--- config.mk ---
export PLATFORM = sky130hd
export DESIGN_NAME = audio_sfx_scheduler_flat
export DESIGN_NICKNAME = d
export VERILOG_FILES = /design/src/rtl/audio_sfx_scheduler_pkg.sv /design/src/rtl/audio_sfx_scheduler_if.sv /design/src/rtl/audio_sfx_scheduler_tick_div.sv /design/src/rtl/audio_sfx_scheduler.sv /design/src/flat_wrapper.sv
export SDC_FILE = /design/constraint.sdc
export NUM_CORES = 1
export LEC_CHECK = 0
export BUFFER_PORTS_ARGS = -buffer_cell sky130_fd_sc_hd__buf_2
export CELL_PAD_IN_SITES_DETAIL_PLACEMENT = 1
export CELL_PAD_IN_SITES_GLOBAL_PLACEMENT = 1
export CORE_ASPECT_RATIO = 1.1
export CORE_MARGIN = 2
export CORE_UTILIZATION = 36
export DETAILED_ROUTE_END_ITERATION = 10
export GPL_ROUTABILITY_DRIVEN = 1
export HOLD_SLACK_MARGIN = 0.12
export PLACE_DENSITY_LB_ADDON = 0.25
export SLEW_MARGIN = 0
export SYNTH_ARGS = -nofsm -noshare
export SYNTH_HDL_FRONTEND = slang
export SYNTH_HIERARCHICAL = 1
export SYNTH_SLANG_ARGS = --single-unit
--- constraint.sdc ---
create_clock -name Clk -period 4.1 [get_ports Clk]
set_input_delay 0.41 -clock Clk [delete_from_list [all_inputs] [get_ports Clk]]
set_output_delay 0.41 -clock Clk [all_outputs]
set_load 0.01 [all_outputs]
--- src/rtl/audio_sfx_scheduler_pkg.sv ---
// Shared types and constants for the audio SFX scheduler.
// Holds the FSM state encoding, the SFX ROM map and the saturating adder.
package audio_pkg;

  typedef enum logic [2:0] {
    ST_WAIT_INIT = 3'd0,
    ST_IDLE      = 3'd1,
    ST_FETCH_BGM = 3'd2,
    ST_LATCH_BGM = 3'd3,
    ST_FETCH_SFX = 3'd4,
    ST_LATCH_SFX = 3'd5,
    ST_MIX       = 3'd6
  } state_e;

  localparam int SFX_AW = 17;

  // SFX regions sit directly above the BGM stream
  // 0: line clear, 1: drop, 2: rotate, 3: game over
  localparam logic [SFX_AW-1:0] SFX_BASE [4] = '{
    17'd83466,
    17'd83514,
    17'd83546,
    17'd83570
  };

  localparam logic [SFX_AW-1:0] SFX_LAST [4] = '{
    17'd83513,
    17'd83545,
    17'd83569,
    17'd83633
  };

  // Signed add clamped to a w-bit two's complement range
  function automatic logic signed [31:0] sat_add(
    input logic signed [31:0] a,
    input logic signed [31:0] b,
    input int                 w
  );
    logic signed [31:0] s;
    logic signed [31:0] hi;
    logic signed [31:0] lo;
    logic signed [31:0] r;
    s  = a + b;
    hi = (32'sd1 <<< (w - 1)) - 32'sd1;
    lo = -(32'sd1 <<< (w - 1));
    r  = s;
    if (s > hi) r = hi;
    if (s < lo) r = lo;
    return r;
  endfunction

endpackage

--- src/rtl/audio_sfx_scheduler_if.sv ---
// Codec and sample-ROM bundle for the audio SFX scheduler.
// master: scheduler side. slave: codec + ROM side.
interface audio_sfx_scheduler_if #(
  parameter int ADDR_W = 17,
  parameter int DATA_W = 16
);

  logic              INIT_FINISH;
  logic              data_over;
  logic              INIT;
  logic [ADDR_W-1:0] rom_addr;
  logic [DATA_W-1:0] rom_data;
  logic [DATA_W-1:0] sample_out;
  logic              sample_valid;

  modport master (
    input  INIT_FINISH,
    input  data_over,
    input  rom_data,
    output INIT,
    output rom_addr,
    output sample_out,
    output sample_valid
  );

  modport slave (
    output INIT_FINISH,
    output data_over,
    output rom_data,
    input  INIT,
    input  rom_addr,
    input  sample_out,
    input  sample_valid
  );

endinterface

--- src/rtl/audio_sfx_scheduler_tick_div.sv ---
// Sample-period divider: counts 0..DIV-1 while enabled, else holds 0.
// Ports: Clk, Reset, en (count enable), tick (high on the last count).
module audio_tick_div #(
  parameter int DIV = 121
) (
  input  logic Clk,
  input  logic Reset,
  input  logic en,
  output logic tick
);

  localparam int CW = $clog2(DIV);
  localparam logic [CW-1:0] LAST = CW'(DIV - 1);

  logic [CW-1:0] div_cnt;

  always_ff @(posedge Clk or posedge Reset) begin
    if (Reset) begin
      div_cnt <= '0;
    end else if (!en) begin
      div_cnt <= '0;
    end else if (div_cnt == LAST) begin
      div_cnt <= '0;
    end else begin
      div_cnt <= div_cnt + CW'(1);
    end
  end

  assign tick = en && (div_cnt == LAST);

endmodule

--- src/rtl/audio_sfx_scheduler.sv ---
// BGM + SFX sample scheduler sharing one single-port sample ROM.
// Ports: Clk, Reset, bus (codec init/handshake + ROM), sfx_trigger/
// sfx_id (game SFX request), sfx_busy/sfx_cur (SFX status).
// Build option: AUDIO_SFX_DUCK_EN halves BGM while an SFX is mixed.
module audio_sfx_scheduler
  import audio_pkg::*;
#(
  parameter int          DIV      = 121,
  parameter int          ADDR_W   = 17,
  parameter int          DATA_W   = 16,
  parameter int unsigned BGM_BASE = 0,
  parameter int unsigned BGM_LAST = 83465
) (
  input  logic                  Clk,
  input  logic                  Reset,
  audio_sfx_scheduler_if.master bus,
  input  logic                  sfx_trigger,
  input  logic [1:0]            sfx_id,
  output logic                  sfx_busy,
  output logic [1:0]            sfx_cur
);

  localparam logic [2:0] WAIT_INIT = ST_WAIT_INIT;
  localparam logic [2:0] IDLE      = ST_IDLE;
  localparam logic [2:0] FETCH_BGM = ST_FETCH_BGM;
  localparam logic [2:0] LATCH_BGM = ST_LATCH_BGM;
  localparam logic [2:0] FETCH_SFX = ST_FETCH_SFX;
  localparam logic [2:0] LATCH_SFX = ST_LATCH_SFX;
  localparam logic [2:0] MIX       = ST_MIX;

  localparam logic [ADDR_W-1:0] BASE_A = ADDR_W'(BGM_BASE);
  localparam logic [ADDR_W-1:0] LAST_A = ADDR_W'(BGM_LAST);

  logic [2:0]               state;
  logic                     div_en;
  logic                     tick;
  logic                     adv;
  logic                     mix_sfx;
  logic                     retrig;
  logic                     trig_ok;
  logic                     sfx_step;
  logic                     in_sfx_fetch;
  logic [ADDR_W-1:0]        bgm_ptr;
  logic [ADDR_W-1:0]        sfx_ptr;
  logic signed [DATA_W-1:0] bgm_s;
  logic signed [DATA_W-1:0] sfx_s;
  logic signed [DATA_W-1:0] bgm_term;
  logic signed [DATA_W-1:0] sfx_term;
  logic signed [31:0]       mix_w;

  assign div_en = (state != WAIT_INIT);

  audio_tick_div #(
    .DIV (DIV)
  ) u_div (
    .Clk   (Clk),
    .Reset (Reset),
    .en    (div_en),
    .tick  (tick)
  );

  assign trig_ok = sfx_trigger
                && (state != WAIT_INIT)
                && (!sfx_busy || (sfx_id >= sfx_cur));

  // Window in which the SFX pointer is already committed to a fetch
  assign in_sfx_fetch = (state == LATCH_BGM)
                     || (state == FETCH_SFX)
                     || (state == LATCH_SFX);

  // Only step the SFX that was actually played this period
  assign sfx_step = (state == MIX) && adv
                 && mix_sfx && !retrig;

  assign sfx_term = mix_sfx ? sfx_s : '0;

`ifdef AUDIO_SFX_DUCK_EN
  assign bgm_term = mix_sfx ? (bgm_s >>> 1) : bgm_s;
`else
  assign bgm_term = bgm_s;
`endif

  assign mix_w = sat_add(32'(bgm_term), 32'(sfx_term), DATA_W);

  always_ff @(posedge Clk or posedge Reset) begin
    if (Reset) begin
      state            <= WAIT_INIT;
      bus.INIT         <= 1'b0;
      bus.rom_addr     <= BASE_A;
      bus.sample_out   <= '0;
      bus.sample_valid <= 1'b0;
      bgm_ptr          <= BASE_A;
      bgm_s            <= '0;
      sfx_s            <= '0;
      adv              <= 1'b0;
      mix_sfx          <= 1'b0;
    end else begin
      bus.INIT         <= 1'b1;
      bus.sample_valid <= (state == MIX);
      unique case (state)
        WAIT_INIT: begin
          if (bus.INIT_FINISH) state <= IDLE;
        end
        IDLE: begin
          if (tick) begin
            state        <= FETCH_BGM;
            adv          <= bus.data_over;
            bus.rom_addr <= bgm_ptr;
          end
        end
        FETCH_BGM: begin
          state <= LATCH_BGM;
        end
        LATCH_BGM: begin
          bgm_s   <= $signed(bus.rom_data);
          mix_sfx <= sfx_busy;
          if (sfx_busy) begin
            state        <= FETCH_SFX;
            bus.rom_addr <= sfx_ptr;
          end else begin
            state <= MIX;
          end
        end
        FETCH_SFX: begin
          state <= LATCH_SFX;
        end
        LATCH_SFX: begin
          sfx_s <= $signed(bus.rom_data);
          state <= MIX;
        end
        MIX: begin
          bus.sample_out <= DATA_W'(mix_w);
          if (adv) begin
            bgm_ptr <= (bgm_ptr == LAST_A)
                     ? BASE_A
                     : bgm_ptr + ADDR_W'(1);
          end
          state <= IDLE;
        end
        default: begin
          state <= WAIT_INIT;
        end
      endcase
    end
  end

  // A trigger always wins over the end-of-SFX clear in MIX.
  // retrig marks a restart after the SFX address was issued, so
  // the new SFX is not stepped past its first sample.
  always_ff @(posedge Clk or posedge Reset) begin
    if (Reset) begin
      sfx_busy <= 1'b0;
      sfx_cur  <= 2'd0;
      sfx_ptr  <= '0;
      retrig   <= 1'b0;
    end else begin
      if (trig_ok) begin
        sfx_busy <= 1'b1;
        sfx_cur  <= sfx_id;
        sfx_ptr  <= ADDR_W'(SFX_BASE[sfx_id]);
      end else if (sfx_step) begin
        if (sfx_ptr == ADDR_W'(SFX_LAST[sfx_cur])) begin
          sfx_busy <= 1'b0;
        end else begin
          sfx_ptr <= sfx_ptr + ADDR_W'(1);
        end
      end
      if (state == MIX) begin
        retrig <= 1'b0;
      end else if (trig_ok && in_sfx_fetch) begin
        retrig <= 1'b1;
      end
    end
  end

endmodule
--- src/flat_wrapper.sv ---
// flat-port wrapper written by rule: the top's interface ports become plain ports
module audio_sfx_scheduler_flat import audio_pkg::*;
#(
  parameter int          DIV      = 121,
  parameter int          ADDR_W   = 17,
  parameter int          DATA_W   = 16,
  parameter int unsigned BGM_BASE = 0,
  parameter int unsigned BGM_LAST = 83465
)
  (Clk, Reset, sfx_trigger, sfx_id, sfx_busy, sfx_cur, bus_INIT_FINISH, bus_data_over, bus_rom_data, bus_INIT, bus_rom_addr, bus_sample_out, bus_sample_valid);
  audio_sfx_scheduler_if #(.ADDR_W(ADDR_W), .DATA_W(DATA_W)) bus_i ();
  input  logic Clk;
  input  logic Reset;
  input  logic sfx_trigger;
  input  logic [1:0] sfx_id;
  output logic sfx_busy;
  output logic [1:0] sfx_cur;
  input wire logic [$bits(bus_i.INIT_FINISH)-1:0] bus_INIT_FINISH;
  input wire logic [$bits(bus_i.data_over)-1:0] bus_data_over;
  input wire logic [$bits(bus_i.rom_data)-1:0] bus_rom_data;
  output wire logic [$bits(bus_i.INIT)-1:0] bus_INIT;
  output wire logic [$bits(bus_i.rom_addr)-1:0] bus_rom_addr;
  output wire logic [$bits(bus_i.sample_out)-1:0] bus_sample_out;
  output wire logic [$bits(bus_i.sample_valid)-1:0] bus_sample_valid;
  assign bus_i.INIT_FINISH = bus_INIT_FINISH;
  assign bus_i.data_over = bus_data_over;
  assign bus_i.rom_data = bus_rom_data;
  assign bus_INIT = bus_i.INIT;
  assign bus_rom_addr = bus_i.rom_addr;
  assign bus_sample_out = bus_i.sample_out;
  assign bus_sample_valid = bus_i.sample_valid;
  audio_sfx_scheduler #(.DIV(DIV), .ADDR_W(ADDR_W), .DATA_W(DATA_W), .BGM_BASE(BGM_BASE), .BGM_LAST(BGM_LAST)) u_core (.Clk(Clk), .Reset(Reset), .bus(bus_i), .sfx_trigger(sfx_trigger), .sfx_id(sfx_id), .sfx_busy(sfx_busy), .sfx_cur(sfx_cur));
endmodule
## Word level (Yosys, flattened, before mapping)

Cells that the tools add are included.

| word-level totals | value |
|---|---|
| logic and storage cells | 90 |
| bits of input ports | 23 |
| output and inout port bits | 38 |
| bits in registers | 117 |

| cells by class | value |
|---|---|
| bitwise operators | 2 |
| $add $sub $neg | 4 |
| reduce and logical (&&, ||, !) cells | 24 |
| magnitude comparators | 5 |
| mux-type cells | 27 |
| eq/ne operators | 13 |

Operators by type and width:

| operator | count |
|---|---|
| $mux W17 | 10 |
| $bmux W17 S2 | 2 |
| $mux W16 | 3 |
| $add A17 B1 Y17 const B | 2 |
| $pmux W17 S2 | 1 |
| $pmux W3 S7 | 1 |
| $add A16 B16 Y17 | 1 |
| $eq A17 B17 Y1 | 1 |
| $eq A17 B17 Y1 const B | 1 |
| $gt A17 B16 Y1 const B | 1 |
| $lt A17 B16 Y1 const B | 1 |
| $mux W7 | 2 |
| $reduce_and A2 Y1 | 5 |
| $eq A3 B3 Y1 const B | 3 |
| $reduce_bool A2 Y1 | 4 |
| $add A7 B1 Y7 const B | 1 |
| $eq A7 B7 Y1 const B | 1 |
| $logic_and A1 B1 Y1 | 7 |
| $eq A3 B2 Y1 const B | 2 |
| $ge A3 B3 Y1 const B | 2 |
| $mux W3 | 2 |
| $ne A2 B1 Y1 const B | 3 |
| $not A2 Y3 | 2 |
| $mux W1 | 5 |
| 9 further kinds | 12 |

## Logic depth before layout (Yosys ltp)

| depth | value |
|---|---|
| word-level depth | 8 |
| mapped depth | 13 |
| gate-level depth less buffers | 11 |

## By module

The synthesis kept the hierarchy.

By module, submodules not included:

| module | cells each | seq. area each (µm²) | times used | area an instance (µm²) |
|---|---|---|---|---|
| audio_sfx_scheduler | 595 | 2752.6 | 1 | 5960.7 |
| audio_tick_div | 38 | 175.2 | 1 | 351.6 |

## Least setup slack after synthesis

No wires, ideal clock.

| timing | value |
|---|---|
| path type | flip-flop to flip-flop |
| start | reg u_core.mix_sfx |
| end | reg u_core.bus.sample_out[3] |
| stages on the path, launching flop included | 14 |
| required time | 4.017 ns |
| data arrival time | 2.726 ns |
| buffers on the path | 2 |
| library setup time | 0.083 ns |
| clock period less this slack | 2.809 ns |
| setup slack | 1.291 ns |
| path through | dfrtp_1 -> clkbuf_1 -> and2_1 -> ha_1 -> inv_1 -> fa_1 -> nand2b_1 -> a21oi_1 -> o21ai_1 -> nor3_1 -> o32a_1 -> clkbuf_1 -> o21ai_0 -> o21ai_0 |

| on the way | value |
|---|---|
| longest elaborated chain between the ends | 5 |
| elaborated cells between the ends (all ways) | 6 |
| those cells by class | 1 x add/sub; 2 x order compare; 3 x mux |

RTL lines:

| item | RTL line | RTL |
|---|---|---|
| start: declaration | audio_sfx_scheduler.sv:38 | `logic mix_sfx;` |
| start signal: assignment | audio_sfx_scheduler.sv:116 | `mix_sfx <= sfx_busy;` |
| $mux W16 * | audio_sfx_scheduler.sv:75 | `assign sfx_term = mix_sfx ? sfx_s : '0;` |
| $add A16 B16 Y17 * | audio_sfx_scheduler_pkg.sv:43 | `s = a + b;` |
| $gt A17 B16 Y1 | audio_sfx_scheduler_pkg.sv:47 | `if (s > hi) r = hi;` |
| $mux W16 | audio_sfx_scheduler_pkg.sv:47 |  |
| $mux W16 * | audio_sfx_scheduler_pkg.sv:48 | `if (s < lo) r = lo;` |
| end signal: assignment | audio_sfx_scheduler.sv:132 | `bus.sample_out <= DATA_W'(mix_w);` |
| end: declaration | audio_sfx_scheduler_if.sv:22 | `output sample_out,` |

Every way passes the cells marked *; elsewhere a longest branch is shown, timed or not.
A chain may end at the register's enable or synchronous reset.

## Worst setup path in the final report

| timing | value |
|---|---|
| start | reg u_core.mix_sfx |
| end | reg u_core.bus.sample_out[9] |

Same word-level chain as after synthesis.

==> results.md <==
* Status: complete, no violations
* Reg-to-reg setup timing slack at 520 ps
* Slew Viols, Final at 0
* Synthesis warning total at 6
* Critical path endpoint: u_core/bus.sample_out[9]
* Final setup vio count at 0
* Most frequent cells after synthesis: dfrtp_1 (117), nand2_1 (74), o21ai_0 (63)
* P_leak at 0.00344 µW
* Top_reg_cell synth: dfrtp_1
* Slowest cell on the critical path: o32a_1
* Die Span Y at 143 µm
* CP delay by family, top: compound AO/OA/AOI/OAI gates
* Total CTS buffers at 17
* Antenna violations before repair at 0
* Maximum buffer depth of the clock tree at 2
* Max-cap check violation count at 0
* First-pass GRT wire length at 25.9 mm
* Relative slew slack at 28.4%
* Routed vias at 4887
* Crit path DAT at 3920 ps
* Postcts setup bufs at 0
* RSZ-0062 raised after global routing: no
* Pin count of the biggest net entering global routing at 68
* Critical path class: reg -> reg
* Worst setup path startpoint: u_core/mix_sfx
* Share of the synthesized area in the top cell type at 46.4%
* Area contributors post-synth: dfrtp_1 (46%), mux2_2 (6.2%), ha_1 (5.2%)
* Yosys reg bits at 117
* Routed len/inst at 16.3 µm
* I/O pin count at 61
* Ant. Diodes at 0
* IO buf count at 60
* Hold Fails Final Rpt at 0
* Buffer and inverter count on the worst path at 1
* CTS resizes at 0
* R2R Path Start: u_core/mix_sfx
* Nets at 744
* Post-Syn Instances at 633
* GRT overflow at 0
* Pwr dens at 810 nW/µm²
* Dominant cell by count in the synthesized netlist: dfrtp_1
* Clk_lat worst skew at 430 ps
* Peak supply drop at 0.339 mV
* Std cell rows at 50
* Setup TNS at 0 ps
* Crit-path max cell delay at 690 ps
* # fillers at 1919
* Asr flop ratio synth at 100%
* Worst slew pin tran at 1070 ps
* Root Buffer: clkbuf_16
* Hold buffer count at cts at 1
* Post-synth EDFFs at 0
* Max frequency at 279 MHz
* Critical path required time at 4440 ps
* Post-Syn Area per Cell at 9.97 µm²
* Final worst-path cycle share at 87.3%
* Initial Utilization at 37.0%
* Num Clock Sinks at 117
* Synthesized Nets at 683
* DR pass1 iterations at 4
* DRC viols at 0
* Die area at 18600 µm²
* Share of cells above drive strength 1 at 20.5%
* Cell taking the most area after synthesis: dfrtp_1
* H-tree levels at 4
* Crit end category: flop
* Reg-to-Reg End: u_core/bus.sample_out[9]
* Fin crit period at 3580 ps
* HP Class: in -> reg
* Core area at 17100 µm²
* Dpl hpwl at 11.2 mm
* Via density at 5.20
* Reg2Reg Depth at 11
* Synthesis-to-layout area growth at 17.6%
* Die W at 130 µm
* Clock transition at the registers of the reported paths at 50 ps
* Startpoint Class: flop
* Proportion of synthesized chip area in sequential cells at 46.4%
* CTS tree: yes
* Number of cells on the critical path at 11
* Post-Route WL at 15.3 mm
* Post-synth cell types at 63
* Place WS at 531 ps
* Synthesized cell area at 6310 µm²
* Drt initial violations at 197
* Routability Congestion at 0.818
* PnR worst setup slack at 520 ps
* Crit-path cells: and2_1 -> ha_1 -> inv_1 -> fa_1 -> nand2b_1 -> a21oi_1 -> o21ai_1 -> nor3_1 -> o32a_1 -> o21ai_0 -> o21ai_0
* Clock Skew at 9.09 ps
* Critical path peak fanout at 25
* Vias in the first global route at 5262
* Routed Antenna Nets at 0
* Most used cell, CP: o21ai_0
* Total GRT Usage at 18.0%
worst min path at each step:
stage                startpoint                 endpoint  slack, ps  depth (start not counted)
6_report          bus_data_over               u_core/adv        230                          3
5_1_grt        bus_rom_data[13]         u_core/sfx_s[13]        220                          2
4_1_cts               sfx_id[0]        u_core/sfx_ptr[3]        220                          2
3_5_place_dp              Reset  u_core/u_div/div_cnt[5]        390                          2
3_3_place_gp              Reset  u_core/u_div/div_cnt[2]        380                          2
2_1_floorplan             Reset  u_core/u_div/div_cnt[0]        210                          1
power by group:
| part | total, µW | leakage [µW] | internal [µW] | switching [µW] |
|---|---|---|---|---|
| clock | 1480 | 0.000274 | 946 | 536 |
| combinational | 2740 | 0.00169 | 1140 | 1600 |
| sequential | 1790 | 0.00147 | 1500 | 291 |
layout make-up:
type	count	area, µm²	share of cell area (%)
multi-input cells	468	3180	42.9
flip-flops and latches	117	2930	39.4
clock buffers	18	429	5.78
repair buffers	64	333	4.48
well taps	234	293	3.94
clock inverters	13	160	2.16
inverters	26	100	1.35
registers in the layout, summed over array words and instances, names as in the netlist, 3 cells and up:
| name | cells |
|---|---|
| u_core/sfx_s | 16 |
| u_core/bus.sample_out | 16 |
| u_core/bus.rom_addr | 17 |
| u_core/u_div/div_cnt | 7 |
| u_core/sfx_ptr | 17 |
| u_core/bgm_ptr | 17 |
| u_core/state | 3 |
| u_core/bgm_s | 16 |
cell families (layout without fill, tap and decap cells):
group | after synthesis | count (layout) | share of synthesized area [%]
AOI/OAI and AO/OA | 139 | 139 | 13.0
xor gates and xnor gates | 45 | 45 | 6.36
adders and majority gates | 29 | 29 | 5.81
buffers and inverters | 48 | 121 | 3.23
DFF | 117 | 117 | 46.4
muxes | 49 | 49 | 8.46
other | 1 | 1 | 0.0594
and+or+nand+nor | 205 | 205 | 16.7
stage by stage:
step           instances  hold WS [ps]  util (%)  power (µW)  area, µm²
4_1_cts              940           218      43.5        6080       7430
2_1_floorplan        633           213         -        3890       6310
3_5_place_dp         908           385      40.0        4560       6830
5_1_grt              940           222      43.5        6490       7430
6_report             940           227      43.5        6020       7430
3_3_place_gp         908           382      40.0        4410       6830
worst register-to-register path: stages, from the launching register on:
cell and delay (ps):
dfrtp_1 660, and2_1 210, ha_1 200, inv_1 70, fa_1 390, nand2b_1 180, a21oi_1 280, o21ai_1 170
nor3_1 160, o32a_1 690, o21ai_0 290, o21ai_0 210
metal layers:
metal | vias up | track usage (%) | wire (µm)
li1 | 2343 | - | -
met1 | 2450 | 21.3 | 6690
met2 | 72 | 31.4 | 7870
met3 | 22 | 4.20 | 502
met4 | 0 | 7.02 | 278
met5 | - | 0 | 0
cell usage in the layout (no fill, tap or decap), drive strengths merged, types with 17 or more instances in the layout:
| cell | netlist | layout |
|---|---|---|
| buf | 9 | 63 |
| nor2 | 37 | 37 |
| ha | 26 | 26 |
| inv | 26 | 26 |
| o21ai | 66 | 66 |
| dfrtp | 117 | 117 |
| xor2 | 24 | 24 |
| clkbuf | 13 | 18 |
| nand2 | 74 | 74 |
| and2 | 17 | 17 |
| mux2 | 35 | 35 |
| xnor2 | 21 | 21 |
| nand3 | 18 | 18 |
| a21oi | 40 | 40 |
Note: power is estimated with default switching activity, not from simulation.
